===== src/rtl/bcd_serial_adder_if.sv =====
// Request/response bundle for bcd_serial_adder (valid/ready on both sides).
// The err signal exists only when BCD_CHECK_EN is defined.
interface bcd_serial_adder_if #(
    parameter int DIGITS = 4
) ();
    localparam int W = 4 * DIGITS;

    logic         in_valid;
    logic         in_ready;
    logic [W-1:0] a;
    logic [W-1:0] b;
    logic         cin;
    logic         sub;
    logic         out_valid;
    logic         out_ready;
    logic [W-1:0] s;
    logic         cout;
    logic         busy;
`ifdef BCD_CHECK_EN
    logic         err;

    modport master (
        output in_valid, a, b, cin, sub, out_ready,
        input  in_ready, out_valid, s, cout, busy, err
    );

    modport slave (
        input  in_valid, a, b, cin, sub, out_ready,
        output in_ready, out_valid, s, cout, busy, err
    );
`else
    modport master (
        output in_valid, a, b, cin, sub, out_ready,
        input  in_ready, out_valid, s, cout, busy
    );

    modport slave (
        input  in_valid, a, b, cin, sub, out_ready,
        output in_ready, out_valid, s, cout, busy
    );
`endif
endinterface


===== src/rtl/bcd_serial_adder.sv =====
// Digit-serial BCD add/subtract unit, one digit per clock, least significant digit first.
// Optional input digit checking (err output) is enabled by defining BCD_CHECK_EN.
module bcd_serial_adder #(
    parameter int DIGITS = 4
) (
    input  logic                clk,
    input  logic                rst,
    bcd_serial_adder_if.slave   bus
);
    localparam int W  = 4 * DIGITS;
    localparam int IW = $clog2(DIGITS + 1);

    typedef enum logic [1:0] {
        IDLE,
        RUN,
        DONE
    } state_t;

    state_t        state;
    logic [W-1:0]  a_q;
    logic [W-1:0]  b_q;
    logic [W-1:0]  s_q;
    logic          sub_q;
    logic          carry;
    logic [IW-1:0] idx;
    logic          in_ready_q;
    logic          out_valid_q;
    logic          cout_q;
    logic          busy_q;

    logic [3:0]    b_eff;
    logic [4:0]    t_raw;
    logic [4:0]    t_adj;
    logic [W-1:0]  s_next;

    // Operands shift right each RUN cycle so the current digit is always in the low nibble;
    // the result digit enters at the top and reaches its own position after DIGITS shifts.
    always_comb begin
        b_eff  = sub_q ? (4'd9 - b_q[3:0]) : b_q[3:0];
        t_raw  = {1'b0, a_q[3:0]} + {1'b0, b_eff} + {4'b0000, carry};
        t_adj  = (t_raw > 5'd9) ? (t_raw + 5'd6) : t_raw;
        s_next = (s_q >> 4) | (W'(t_adj[3:0]) << (W - 4));
    end

`ifdef BCD_CHECK_EN
    logic err_q;

    function automatic logic has_bad_digit(input logic [W-1:0] v);
        logic [W-1:0] tmp;
        logic         bad;
        tmp = v;
        bad = 1'b0;
        for (int i = 0; i < DIGITS; i++) begin
            if (tmp[3:0] > 4'd9) begin
                bad = 1'b1;
            end
            tmp = tmp >> 4;
        end
        return bad;
    endfunction

    always_ff @(posedge clk) begin
        if (rst) begin
            err_q <= 1'b0;
        end else if (state == IDLE && bus.in_valid && in_ready_q) begin
            err_q <= has_bad_digit(bus.a) | has_bad_digit(bus.b);
        end
    end

    assign bus.err = err_q;
`endif

    // RUN holds one extra cycle after the last digit so the final carry lands in cout on DONE entry.
    always_ff @(posedge clk) begin
        if (rst) begin
            state       <= IDLE;
            a_q         <= '0;
            b_q         <= '0;
            s_q         <= '0;
            sub_q       <= 1'b0;
            carry       <= 1'b0;
            idx         <= '0;
            in_ready_q  <= 1'b1;
            out_valid_q <= 1'b0;
            cout_q      <= 1'b0;
            busy_q      <= 1'b0;
        end else begin
            case (state)
                IDLE: begin
                    if (bus.in_valid && in_ready_q) begin
                        a_q        <= bus.a;
                        b_q        <= bus.b;
                        sub_q      <= bus.sub;
                        carry      <= bus.sub ? 1'b1 : bus.cin;
                        idx        <= '0;
                        state      <= RUN;
                        in_ready_q <= 1'b0;
                        busy_q     <= 1'b1;
                    end
                end
                RUN: begin
                    if (idx == IW'(DIGITS)) begin
                        state       <= DONE;
                        out_valid_q <= 1'b1;
                        cout_q      <= carry;
                    end else begin
                        a_q   <= a_q >> 4;
                        b_q   <= b_q >> 4;
                        s_q   <= s_next;
                        carry <= t_adj[4];
                        idx   <= idx + 1'b1;
                    end
                end
                DONE: begin
                    if (bus.out_ready) begin
                        state       <= IDLE;
                        out_valid_q <= 1'b0;
                        busy_q      <= 1'b0;
                        in_ready_q  <= 1'b1;
                    end
                end
                default: begin
                    state <= IDLE;
                end
            endcase
        end
    end

    assign bus.in_ready  = in_ready_q;
    assign bus.out_valid = out_valid_q;
    assign bus.s         = s_q;
    assign bus.cout      = cout_q;
    assign bus.busy      = busy_q;
endmodule

===== src/flat_wrapper.sv =====
// flat-port wrapper written by rule: the top's interface ports become plain ports
module bcd_serial_adder_flat 
#(
    parameter int DIGITS = 4
)
  (clk, rst, bus_in_valid, bus_a, bus_b, bus_cin, bus_sub, bus_out_ready, bus_in_ready, bus_out_valid, bus_s, bus_cout, bus_busy);
  bcd_serial_adder_if #(.DIGITS(DIGITS)) bus_i ();
  input  logic clk;
  input  logic rst;
  input wire logic [$bits(bus_i.in_valid)-1:0] bus_in_valid;
  input wire logic [$bits(bus_i.a)-1:0] bus_a;
  input wire logic [$bits(bus_i.b)-1:0] bus_b;
  input wire logic [$bits(bus_i.cin)-1:0] bus_cin;
  input wire logic [$bits(bus_i.sub)-1:0] bus_sub;
  input wire logic [$bits(bus_i.out_ready)-1:0] bus_out_ready;
  output wire logic [$bits(bus_i.in_ready)-1:0] bus_in_ready;
  output wire logic [$bits(bus_i.out_valid)-1:0] bus_out_valid;
  output wire logic [$bits(bus_i.s)-1:0] bus_s;
  output wire logic [$bits(bus_i.cout)-1:0] bus_cout;
  output wire logic [$bits(bus_i.busy)-1:0] bus_busy;
  assign bus_i.in_valid = bus_in_valid;
  assign bus_i.a = bus_a;
  assign bus_i.b = bus_b;
  assign bus_i.cin = bus_cin;
  assign bus_i.sub = bus_sub;
  assign bus_i.out_ready = bus_out_ready;
  assign bus_in_ready = bus_i.in_ready;
  assign bus_out_valid = bus_i.out_valid;
  assign bus_s = bus_i.s;
  assign bus_cout = bus_i.cout;
  assign bus_busy = bus_i.busy;
  bcd_serial_adder #(.DIGITS(DIGITS)) u_core (.clk(clk), .rst(rst), .bus(bus_i));
endmodule

===== config.mk =====
export PLATFORM = sky130hd
export DESIGN_NAME = bcd_serial_adder_flat
export DESIGN_NICKNAME = d
export VERILOG_FILES = /design/src/rtl/bcd_serial_adder_if.sv /design/src/rtl/bcd_serial_adder.sv /design/src/flat_wrapper.sv
export SDC_FILE = /design/constraint.sdc
export NUM_CORES = 1
export LEC_CHECK = 0
export BUFFER_PORTS_ARGS = -buffer_cell sky130_fd_sc_hd__buf_2
export CAP_MARGIN = 20
export CORE_MARGIN = 1
export CORE_UTILIZATION = 54
export CTS_BUF_LIST = sky130_fd_sc_hd__clkbuf_16
export CTS_CLUSTER_DIAMETER = 30
export DETAILED_ROUTE_END_ITERATION = 7
export GPL_TIMING_DRIVEN = 0
export PLACE_DENSITY_LB_ADDON = 0.15
export SLEW_MARGIN = 10
export SYNTH_ARGS = -nofsm -noshare
export SYNTH_HDL_FRONTEND = slang
export SYNTH_SLANG_ARGS = --single-unit

===== constraint.sdc =====
create_clock -name clk -period 3.42 [get_ports clk]
set_clock_uncertainty 0.05 [all_clocks]
set_input_delay 0.171 -clock clk [delete_from_list [all_inputs] [get_ports clk]]
set_output_delay 0.171 -clock clk [all_outputs]
set_load 0.01 [all_outputs]

==> reports/metrics.cfg, run 1 <==
[outcome]
status = finished clean

[floorplan]
die_extent_in_y_um = 73.6
design.die.area_mm2 = 0.00542
num_io_pins = 58
core-area_mm2 = 0.00482
number_of_standard_cell_rows_in_the_floorplan = 25
initial_utilization_pct = 57.5
floorplan.die.width_um = 73.6

[min_path]
timing.hold.worst_path_depth = 3
hold_path_startpoint = bus_b[14]
hold_path_end = u_core.b_q[14]
hold_path_class = primary input to flop

[synthesis]
synth_cells = 343
postSynth.asyncResetShare_pct = 0
yosys_register_bits = 59
synth_cell_types = 40
netlist_area_mm2 = 0.00277
ys.flop_type = dfxtp_1
count_of_warnings_emitted_by_yosys = 0
ys_top_cells_by_area = dfxtp_1 (43%), nand2_1 (12%), a311oi_1 (7.6%)
synth_edf_count = 0
synth_nets = 390
avgSynthCellArea_um2 = 8.07
synthDominantAreaCellType = dfxtp_1
synthDominantCellAreaShare_pct = 42.7
portion_of_the_post_synthesis_area_used_by_sequential_elements_pct = 42.7

[global_route]
grt_pass1_vias = 2372
groute.usage.overall_pct = 26.6
grt_start_max_net_pins = 11
overflow = 0
grt_first_pass_wirelength_mm = 10.7
antenna_found_initial = 0

[sta]
hold_viol = 0
setup_slack_ns = 0.740
setup_viol = 0
layout_min_cycle_time_ns = 2.68
rsz_0062_raised_after_global_routing = no
max_clock_freq_mhz = 373
maxSlewViolCount = 0
fin_tns_setup_ns = 0
slew-limit-headroom_pct = 62.2
final_min_period_over_clock_period_pct = 78.4
tightest_slew_ns = 0.566

[pwr]
cellLeakagePower_nw = 1.46
power-per-cell-area_mw_per_mm2 = 601
vdd_ir_drop_max_mv = 0.366

[routing]
routed_wirelength_mm = 6.28
drc_errors = 0
antenna_left = 0
detailroute.via_count = 2512
route.detailed.vias_per_inst = 5.22
detail_route.iter0.violations = 85
drt_first_pass_iters = 4
drt-wirelength-per-cell_um = 13.0

[setup_path]
r2r_end = u_core.bus.s[14]
critPathBufInv = 1
startpoint = u_core.sub_q
timing.setup.critical_path_class = flop to flop
reg2reg_slack_ns = 0.74
setup.worst_path.end_class = flop
crit_family = adder cells
slowest_delay_ns = 0.41
cp_data_required_time_ns = 3.58
worst_setup_path_start_kind = flop
r2r.worst_path.cells = 10
timing.rr.start = u_core.sub_q
cp.arrival_ns = 2.84
timing.critical_path.cells = xnor2_1 > fa_1 > inv_1 > fa_1 > xnor2_1 > ha_1 > a21oi_1 > a31o_2 > mux2i_1 > o21ai_0
crit_path_top_delay_cell = dfxtp_1
critPathMaxFanout = 5

[place]
dp_worst_setup_slack_ns = 0.749
place.detailed.hpwl_mm = 4.46
port-buffer-count = 56
gpl.final_weighted_congestion = 0.801

[clocking]
clock-sinks = 59
post-cts-setup-buffers = 0
tritoncts.num_buffers = 9
tritoncts = yes
holdBufCountCts = 0
ctsLongestPathBuffers = 2
clock_latency_ns = 0.32
cts_root_buf = clkbuf_16
cts.htree.levels = 3
register_clock_pin_slew_on_the_reported_worst_setup_and_hold_paths_ns = 0.05
cts.repair.resized = 0

[cells_and_area]
layout_common_cells = nand2_1 (85), buf_2 (63), dfxtp_1 (59)
antenna-diode-count = 0
num-fill-cells = 433
flow.area_growth_from_synthesis_pct = 23.1
layout-drive-gt1-share_pct = 24.2
nNetsFinal = 457
mostFrequentLayoutCell = nand2_1

[flow_run]
max_cap_viol_count = 0

==> cells in the mapped netlist (all sizes together) (2+ instances only) <==
| cell | n |
|---|---|
| nand2 | 86 |
| dfxtp | 59 |
| nor2 | 45 |
| a311oi | 24 |
| a21oi | 22 |
| buf | 22 |
| inv | 12 |
| clkbuf | 11 |
| o21ai | 11 |
| a22oi | 8 |
| ha | 7 |
| nor3 | 5 |
| xnor2 | 4 |
| a21o | 3 |
| a211oi | 2 |
| fa | 2 |
| mux2i | 2 |
| nand3 | 2 |
==> through the flow <==
| step | area, µm² | total power [mW] | instances | hold slack, ns | utilization (%) |
|---|---|---|---|---|---|
| floorplan | 2770 | 1.11 | 343 | 0.257 | - |
| global placement | 3130 | 1.21 | 466 | 0.367 | 65.0 |
| detailed placement | 3130 | 1.22 | 466 | 0.380 | 65.0 |
| CTS | 3410 | 2.06 | 481 | 0.0424 | 70.8 |
| global route | 3410 | 2.16 | 481 | 0.0461 | 70.8 |
| finish | 3410 | 2.05 | 481 | 0.0475 | 70.8 |
==> worst min-delay path: stages <==
cell and delay [ns]:
buf_2 0.07, a22oi_1 0.07, nor2_1 0.08
==> sequential cells by signal, indices dropped and copies added (netlist names) <==
register and count:
u_core.bus.cout 1, u_core.b_q 16, u_core.a_q 16, u_core.bus.s 16
u_core.bus.out_valid 1, u_core.carry 1, u_core.bus.in_ready 1, u_core.state 2
u_core.idx 3, u_core.sub_q 1, u_core.bus.busy 1
==> cell families (layout without fill, tap and decap cells) <==
logic type,after synthesis,after routing,synth area share (%)
and+or+nand+nor,145,145,21.7
AOI/OAI and AO/OA,78,78,20.7
DFF,59,59,42.7
buffers and inverters,45,116,8.04
adders and majority gates,9,9,4.61
xor gates and xnor gates,5,5,1.58
muxes,2,2,0.723
==> how the worst max path moves through the flow <==
stage | cells past startpoint | slack [ns] | end
floorplan | 10 | 1.03 | u_core.bus.s[14]
global placement | 10 | 0.77 | u_core.bus.s[14]
detailed placement | 11 | 0.75 | u_core.bus.s[14]
CTS | 10 | 0.74 | u_core.bus.s[14]
global route | 11 | 0.51 | u_core.bus.s[14]
finish | 10 | 0.74 | u_core.bus.s[14]
==> where the power goes <==
part           total (mW)  leakage, nW  switching, mW  internal, mW
clock               0.832        0.143          0.287         0.546
sequential          0.791        0.484         0.0401         0.751
combinational       0.425        0.836          0.249         0.177
==> area by class of cell <==
class | instances | area, µm² | area share, %
inverters | 12 | 45.0 | 1.32
plain buffers | 33 | 178 | 5.21
multi-input cells | 239 | 1370 | 40.1
well taps | 67 | 83.8 | 2.46
clock inverters | 6 | 50.0 | 1.47
clock buffers | 9 | 225 | 6.61
repair buffers | 56 | 280 | 8.22
flip-flops and latches | 59 | 1180 | 34.7
==> per-layer routing <==
metal  global-route usage [%]  vias to the layer above  wire length (µm)
met3                     6.72                       17               310
met2                     44.1                       72              2970
met4                     14.1                        0               165
met5                        0                        -                 0
met1                     31.5                     1118              2820
li1                         -                     1305                 -
Note: power is estimated with default switching activity, not from simulation.
==> run 2: changes to the inputs <==
==> constraint.sdc (replaced) <==
create_clock -name clk -period 2.7 [get_ports clk]
set_clock_uncertainty 0.05 [all_clocks]
set_input_delay 0.135 -clock clk [delete_from_list [all_inputs] [get_ports clk]]
set_output_delay 0.135 -clock clk [all_outputs]
set_load 0.01 [all_outputs]
==> run 2 against run 1 <==
Net effect: setup slack worse by 0.59 ns; sequential power up 26%; hold slack worse by 0.035 ns; sequential share of layout area down 0.22 points; largest power group unchanged; wire length up 0.81%; combinational power up 35%; via count up 1.4%; final area up 0.84%; critical path depth unchanged; clock power up 27%; non-clock buffer count up 2.
==> reports/metrics.cfg, run 2 (synthesis results as in run 1) <==
[outcome]
status = finished clean  ; unchanged

[setup_path]
r2r.worst_path.cells = 10  ; unchanged
worst_setup_path_start_kind = flop  ; unchanged
critPathMaxFanout = 5  ; unchanged
r2r_end = u_core.bus.s[14]  ; unchanged
reg2reg_slack_ns = 0.15  ; was 0.74 ns
cp.arrival_ns = 2.70  ; was 2.84 ns
setup.worst_path.end_class = flop  ; unchanged
timing.rr.start = u_core.sub_q  ; unchanged
cp_data_required_time_ns = 2.86  ; was 3.58 ns
timing.setup.critical_path_class = flop to flop  ; unchanged

[routing]
antenna_left = 0  ; unchanged
top_layer_used = met4  ; unchanged
drt_first_pass_iters = 4  ; unchanged
met3_length_um = 322  ; was 310 µm
detail_route.iter0.violations = 107  ; was 85
drc_errors = 0  ; unchanged
drt-wirelength-per-cell_um = 13.1  ; was 13.0 µm
route.layer.met1.wl_mm = 2.81  ; was 2.82 mm
routed_wirelength_mm = 6.33  ; was 6.28 mm
detailroute.via_count = 2547  ; was 2512
dr_wl_met2_mm = 3.07  ; was 2.97 mm
route.detailed.vias_per_inst = 5.27  ; was 5.22

[cells_and_area]
final-instance-count-excl-fill = 483  ; was 481
antenna-diode-count = 0  ; unchanged
layout-drive-gt1-share_pct = 25.7  ; was 24.2%
mostFrequentLayoutCell = nand2_1  ; unchanged
finalCoreUtilization_pct = 71.4  ; was 70.8%
nNetsFinal = 459  ; was 457
finalInstanceArea_mm2 = 0.00344  ; was 0.00341 mm²
num-fill-cells = 427  ; was 433
flow.area_growth_from_synthesis_pct = 24.1  ; was 23.1%
layout_common_cells = nand2_1 (85), buf_2 (63), dfxtp_1 (57)  ; was nand2_1 (85), buf_2 (63), dfxtp_1 (59)

[place]
dp_worst_setup_slack_ns = 0.0287  ; was 0.749 ns
gpl.final_weighted_congestion = 0.801  ; unchanged
port-buffer-count = 56  ; unchanged
place.detailed.hpwl_mm = 4.46  ; unchanged
placed_cells = 466  ; unchanged
dpl_cell_area_mm2 = 0.00313  ; unchanged

[global_route]
antenna_found_initial = 0  ; unchanged
grt_first_pass_wirelength_mm = 10.7  ; unchanged
grt_pass1_vias = 2372  ; unchanged
overflow = 0  ; unchanged
grt_start_max_net_pins = 11  ; unchanged
groute.usage.overall_pct = 26.6  ; unchanged

[floorplan]
design.die.area_mm2 = 0.00542  ; unchanged
num_io_pins = 58  ; unchanged
initial_utilization_pct = 57.5  ; unchanged
die_extent_in_y_um = 73.6  ; unchanged
number_of_standard_cell_rows_in_the_floorplan = 25  ; unchanged
core-area_mm2 = 0.00482  ; unchanged
floorplan.die.width_um = 73.6  ; unchanged

[clocking]
clock-sinks = 59  ; unchanged
cts_root_buf = clkbuf_16  ; unchanged
register_clock_pin_slew_on_the_reported_worst_setup_and_hold_paths_ns = 0.05  ; about the same
tritoncts = yes  ; unchanged
tritoncts.num_buffers = 9  ; unchanged
cts.htree.levels = 3  ; unchanged
clock_latency_ns = 0.32  ; about the same
ctsLongestPathBuffers = 2  ; unchanged
holdBufCountCts = 0  ; unchanged

[pwr]
vdd_ir_drop_max_mv = 0.468  ; was 0.366 mV
totalPowerFinal_mw = 2.63  ; was 2.05 mW
power-per-cell-area_mw_per_mm2 = 767  ; was 601 mW/mm²
cellLeakagePower_nw = 1.48  ; was 1.46 nW

[sta]
final_min_period_over_clock_period_pct = 94.3  ; was 78.4%
rsz_0062_raised_after_global_routing = no  ; unchanged
max_clock_freq_mhz = 393  ; was 373 MHz
layout_min_cycle_time_ns = 2.55  ; was 2.68 ns
setup_slack_ns = 0.153  ; was 0.740 ns
fin_tns_setup_ns = 0  ; unchanged
slew-limit-headroom_pct = 62.9  ; was 62.2%
tightest_slew_ns = 0.557  ; was 0.566 ns
maxSlewViolCount = 0  ; unchanged
final.hold.worst_slack_ns = 0.0129  ; was 0.0475 ns
setup_viol = 0  ; unchanged
hold_viol = 0  ; unchanged

[min_path]
hold_path_class = primary input to flop  ; unchanged
hold_path_end = u_core.b_q[14]  ; unchanged
hold_path_startpoint = bus_b[14]  ; unchanged
timing.hold.worst_path_depth = 3  ; unchanged

[flow_run]
max_cap_viol_count = 0  ; unchanged

## run 2: where the power goes
part / total, mW / leakage [nW] / switching, mW / internal (mW)
Clock: 1.06 / 0.143 / 0.366 / 0.692
Combinational: 0.575 / 0.848 / 0.330 / 0.246
Sequential: 1.00 / 0.485 / 0.0505 / 0.951
## run 2: worst max-delay path by stage
stage                       start               end
floorplan            u_core.sub_q  u_core.bus.s[14]
global placement     u_core.sub_q  u_core.bus.s[14]
detailed placement  u_core.b_q[1]  u_core.bus.s[14]
CTS                  u_core.sub_q  u_core.bus.s[14]
global route         u_core.sub_q  u_core.bus.s[14]
finish               u_core.sub_q  u_core.bus.s[14]
## run 2: worst max-delay path: stages, from the launching register on
cell and delay [ns]:
dfxtp_2 0.34, xnor2_1 0.15, fa_1 0.41, inv_1 0.09, fa_1 0.46, inv_2 0.13, ha_1 0.24, a21oi_2 0.06
a31o_2 0.26, mux2i_1 0.15, o21ai_0 0.09
## run 2: metal layers
metal,track usage [%],vias up
li1,-,1308
met1,31.5,1152
met2,44.1,75
met3,6.72,12
met4,14.1,0
met5,0,-
## run 2: cell type report
class | instances | area (µm²) | area share [%]
plain buffers | 33 | 178 | 5.17
clock buffers | 9 | 225 | 6.55
clock inverters | 6 | 50.0 | 1.46
inverters | 12 | 45.0 | 1.31
multi-input cells | 239 | 1380 | 40.0
flip-flops and latches | 59 | 1180 | 34.4
well taps | 67 | 83.8 | 2.44
repair buffers | 58 | 295 | 8.59
## run 2: what timing repair did
item / 4_1_cts / 5_1_grt
setup endpoints to repair: 0 / 3
gates resized for setup: 0 / 6
setup buffers: 0 / 2
==> run 3: changes to the inputs <==
--- a/config.mk
+++ b/config.mk
@@ -13,6 +13,7 @@
 export CTS_CLUSTER_DIAMETER = 30
 export DETAILED_ROUTE_END_ITERATION = 7
 export GPL_TIMING_DRIVEN = 0
+export HOLD_SLACK_MARGIN = 0.08
 export PLACE_DENSITY_LB_ADDON = 0.15
 export SLEW_MARGIN = 10
 export SYNTH_ARGS = -nofsm -noshare
==> run 3 against run 2 <==
Net effect: maximum frequency about the same; wire length increased by 16%; count of clock-buffer cells in the layout unchanged; die area unchanged; critical endpoint unchanged; power increased by 2.2%; global-route usage increased by 3.5 points; sequential share of layout area decreased by 3.0 points; largest power group unchanged; flip-flop and latch count unchanged; register-to-register slack about the same; first-iteration DRC count increased by 60%; highest routed layer unchanged; utilization increased by 6.9 points.
==> reports/metrics.cfg, run 3 (synthesis results as in run 1) <==
[outcome]
status = finished clean  ; unchanged

[clocking]
cts.htree.levels = 3  ; unchanged
tritoncts.num_buffers = 9  ; unchanged
clock-sinks = 59  ; unchanged
tritoncts = yes  ; unchanged
ctsLongestPathBuffers = 2  ; unchanged
cts_root_buf = clkbuf_16  ; unchanged
register_clock_pin_slew_on_the_reported_worst_setup_and_hold_paths_ns = 0.05  ; about the same
clock_latency_ns = 0.33  ; was 0.32 ns

[global_route]
overflow = 0  ; unchanged
met2_usage_pct = 53.4  ; was 44.1%
global_route.usage.met1_pct = 32.9  ; was 31.5%
grt_pass1_vias = 2672  ; was 2372
groute.usage.overall_pct = 30.1  ; was 26.6%
grt_most_used_layer = met2  ; unchanged
grt_first_pass_wirelength_mm = 12.0  ; was 10.7 mm
antenna_found_initial = 0  ; unchanged
grt_start_max_net_pins = 11  ; unchanged
globalRouteMet3Util_pct = 7.00  ; was 6.72%

[cells_and_area]
mostFrequentLayoutCell = nand2_1  ; unchanged
layout-drive-gt1-share_pct = 23.8  ; was 25.7%
flow.area_growth_from_synthesis_pct = 36.1  ; was 24.1%
multi_input_comb_area_mm2 = 0.00138  ; unchanged
antenna-diode-count = 0  ; unchanged
finalInstanceArea_mm2 = 0.00377  ; was 0.00344 mm²
finalCoreUtilization_pct = 78.2  ; was 71.4%
num-fill-cells = 368  ; was 427
layout_common_cells = nand2_1 (85), buf_2 (63), dfxtp_1 (57)  ; unchanged
nNetsFinal = 492  ; was 459
ff_latch_area_mm2 = 0.00118  ; unchanged

[min_path]
hold_path_class = primary input to flop  ; unchanged
hold_path_startpoint = bus_out_ready  ; was bus_b[14]

[place]
dpl_cell_area_mm2 = 0.00313  ; unchanged
port-buffer-count = 56  ; unchanged
gpl.final_weighted_congestion = 0.801  ; unchanged
place.detailed.hpwl_mm = 4.46  ; unchanged

[setup_path]
cp.arrival_ns = 2.71  ; was 2.70 ns
setup.worst_path.end_class = flop  ; unchanged
timing.setup.critical_path_class = flop to flop  ; unchanged
startpoint = u_core.sub_q  ; unchanged
timing.rr.start = u_core.sub_q  ; unchanged
worst_setup_path_start_kind = flop  ; unchanged
critPathMaxFanout = 5  ; unchanged
cp_data_required_time_ns = 2.86  ; about the same

[floorplan]
initial_utilization_pct = 57.5  ; unchanged
die_extent_in_y_um = 73.6  ; unchanged
core-area_mm2 = 0.00482  ; unchanged
num_io_pins = 58  ; unchanged
floorplan.die.width_um = 73.6  ; unchanged
design.die.area_mm2 = 0.00542  ; unchanged
number_of_standard_cell_rows_in_the_floorplan = 25  ; unchanged

[routing]
route.detailed.vias_per_inst = 5.32  ; was 5.27
drt_first_pass_iters = 6  ; was 4
detail_route.iter0.violations = 171  ; was 107
drt-wirelength-per-cell_um = 14.2  ; was 13.1 µm
routed_wirelength_mm = 7.35  ; was 6.33 mm
antenna_left = 0  ; unchanged
drc_errors = 0  ; unchanged
detailroute.via_count = 2743  ; was 2547

[sta]
tightest_slew_ns = 0.561  ; was 0.557 ns
layout_min_cycle_time_ns = 2.55  ; about the same
setup_viol = 0  ; unchanged
hold_viol = 0  ; unchanged
slew-limit-headroom_pct = 62.6  ; was 62.9%
maxSlewViolCount = 0  ; unchanged
max_clock_freq_mhz = 393  ; about the same
final_min_period_over_clock_period_pct = 94.3  ; about the same
rsz_0062_raised_after_global_routing = no  ; unchanged
fin_tns_setup_ns = 0  ; unchanged

[pwr]
power-per-cell-area_mw_per_mm2 = 715  ; was 767 mW/mm²
power_frac_seq_pct = 37.2  ; was 38.0%
clockPowerShare_pct = 39.6  ; was 40.1%
power.combinational.fraction_pct = 23.1  ; was 21.8%
vdd_ir_drop_max_mv = 0.472  ; was 0.468 mV
p_sw_mw = 0.772  ; was 0.746 mW
cellLeakagePower_nw = 1.61  ; was 1.48 nW
cell_int_power_mw = 1.92  ; was 1.89 mW
totalPowerFinal_mw = 2.69  ; was 2.63 mW
switching_share_pct = 28.7  ; was 28.3%

[flow_run]
max_cap_viol_count = 0  ; unchanged

[run 3: final cells by class]
type                    count  area share [%]
flip-flops and latches     59            31.4
clock buffers               9            5.98
clock inverters             6            1.33
well taps                  67            2.23
multi-input cells         239            36.5
repair buffers             91            16.6
plain buffers              33            4.72
inverters                  12            1.20
[run 3: metal layers]
metal | up-vias | wire length, µm | share of wire, %
li1 | 1370 | - | -
met1 | 1257 | 3060 | 42
met2 | 92 | 3710 | 50
met3 | 24 | 365 | 5.0
met4 | 0 | 218 | 3.0
met5 | - | 0 | 0
[run 3: path summary, 6_finish.rpt]
kind | endpoint | slack (ns) | cells after the start
max | u_core.bus.s[14] | 0.15 | 10
min | u_core.state[1] | 0.08 | 4
max reg2reg | u_core.bus.s[14] | 0.15 | 10
min reg2reg | u_core.bus.s[0] | 0.40 | 2
[run 3: timing repair]
| action | in CTS | in global routing |
|---|---|---|
| setup buffers | 0 | 2 |
| endpoints found under the setup margin | 0 | 3 |
| hold buffers | 33 | 0 |
| hold endpoints to repair | 33 | 0 |
| resized for setup | 0 | 6 |
[run 3: worst max-delay path, cell delays in order (launching register included)]
cell and delay [ns]:
dfxtp_2 0.34, xnor2_1 0.15, fa_1 0.41, inv_1 0.09
fa_1 0.46, inv_2 0.13, ha_1 0.24, a21oi_2 0.06
a31o_2 0.26, mux2i_1 0.15, o21ai_0 0.09
[run 3: power groups by stage]
stage	registers [mW]	clock network (mW)	logic, mW
floorplan	1.01	0	0.402
global placement	1.01	0	0.524
detailed placement	1.02	0	0.534
CTS	1.00	1.07	0.577
global route	1.01	1.12	0.693
finish	1.00	1.07	0.623
[run 3: per-stage QoR]
step / hold slack, ns / cells / setup slack [ns]
2_1_floorplan: 0.221 / 343 / 0.308
3_3_place_gp: 0.331 / 466 / 0.0530
3_5_place_dp: 0.344 / 466 / 0.0287
4_1_cts: 0.0851 / 514 / 0.0238
5_1_grt: 0.122 / 516 / 0.00560
6_report: 0.0809 / 516 / 0.154
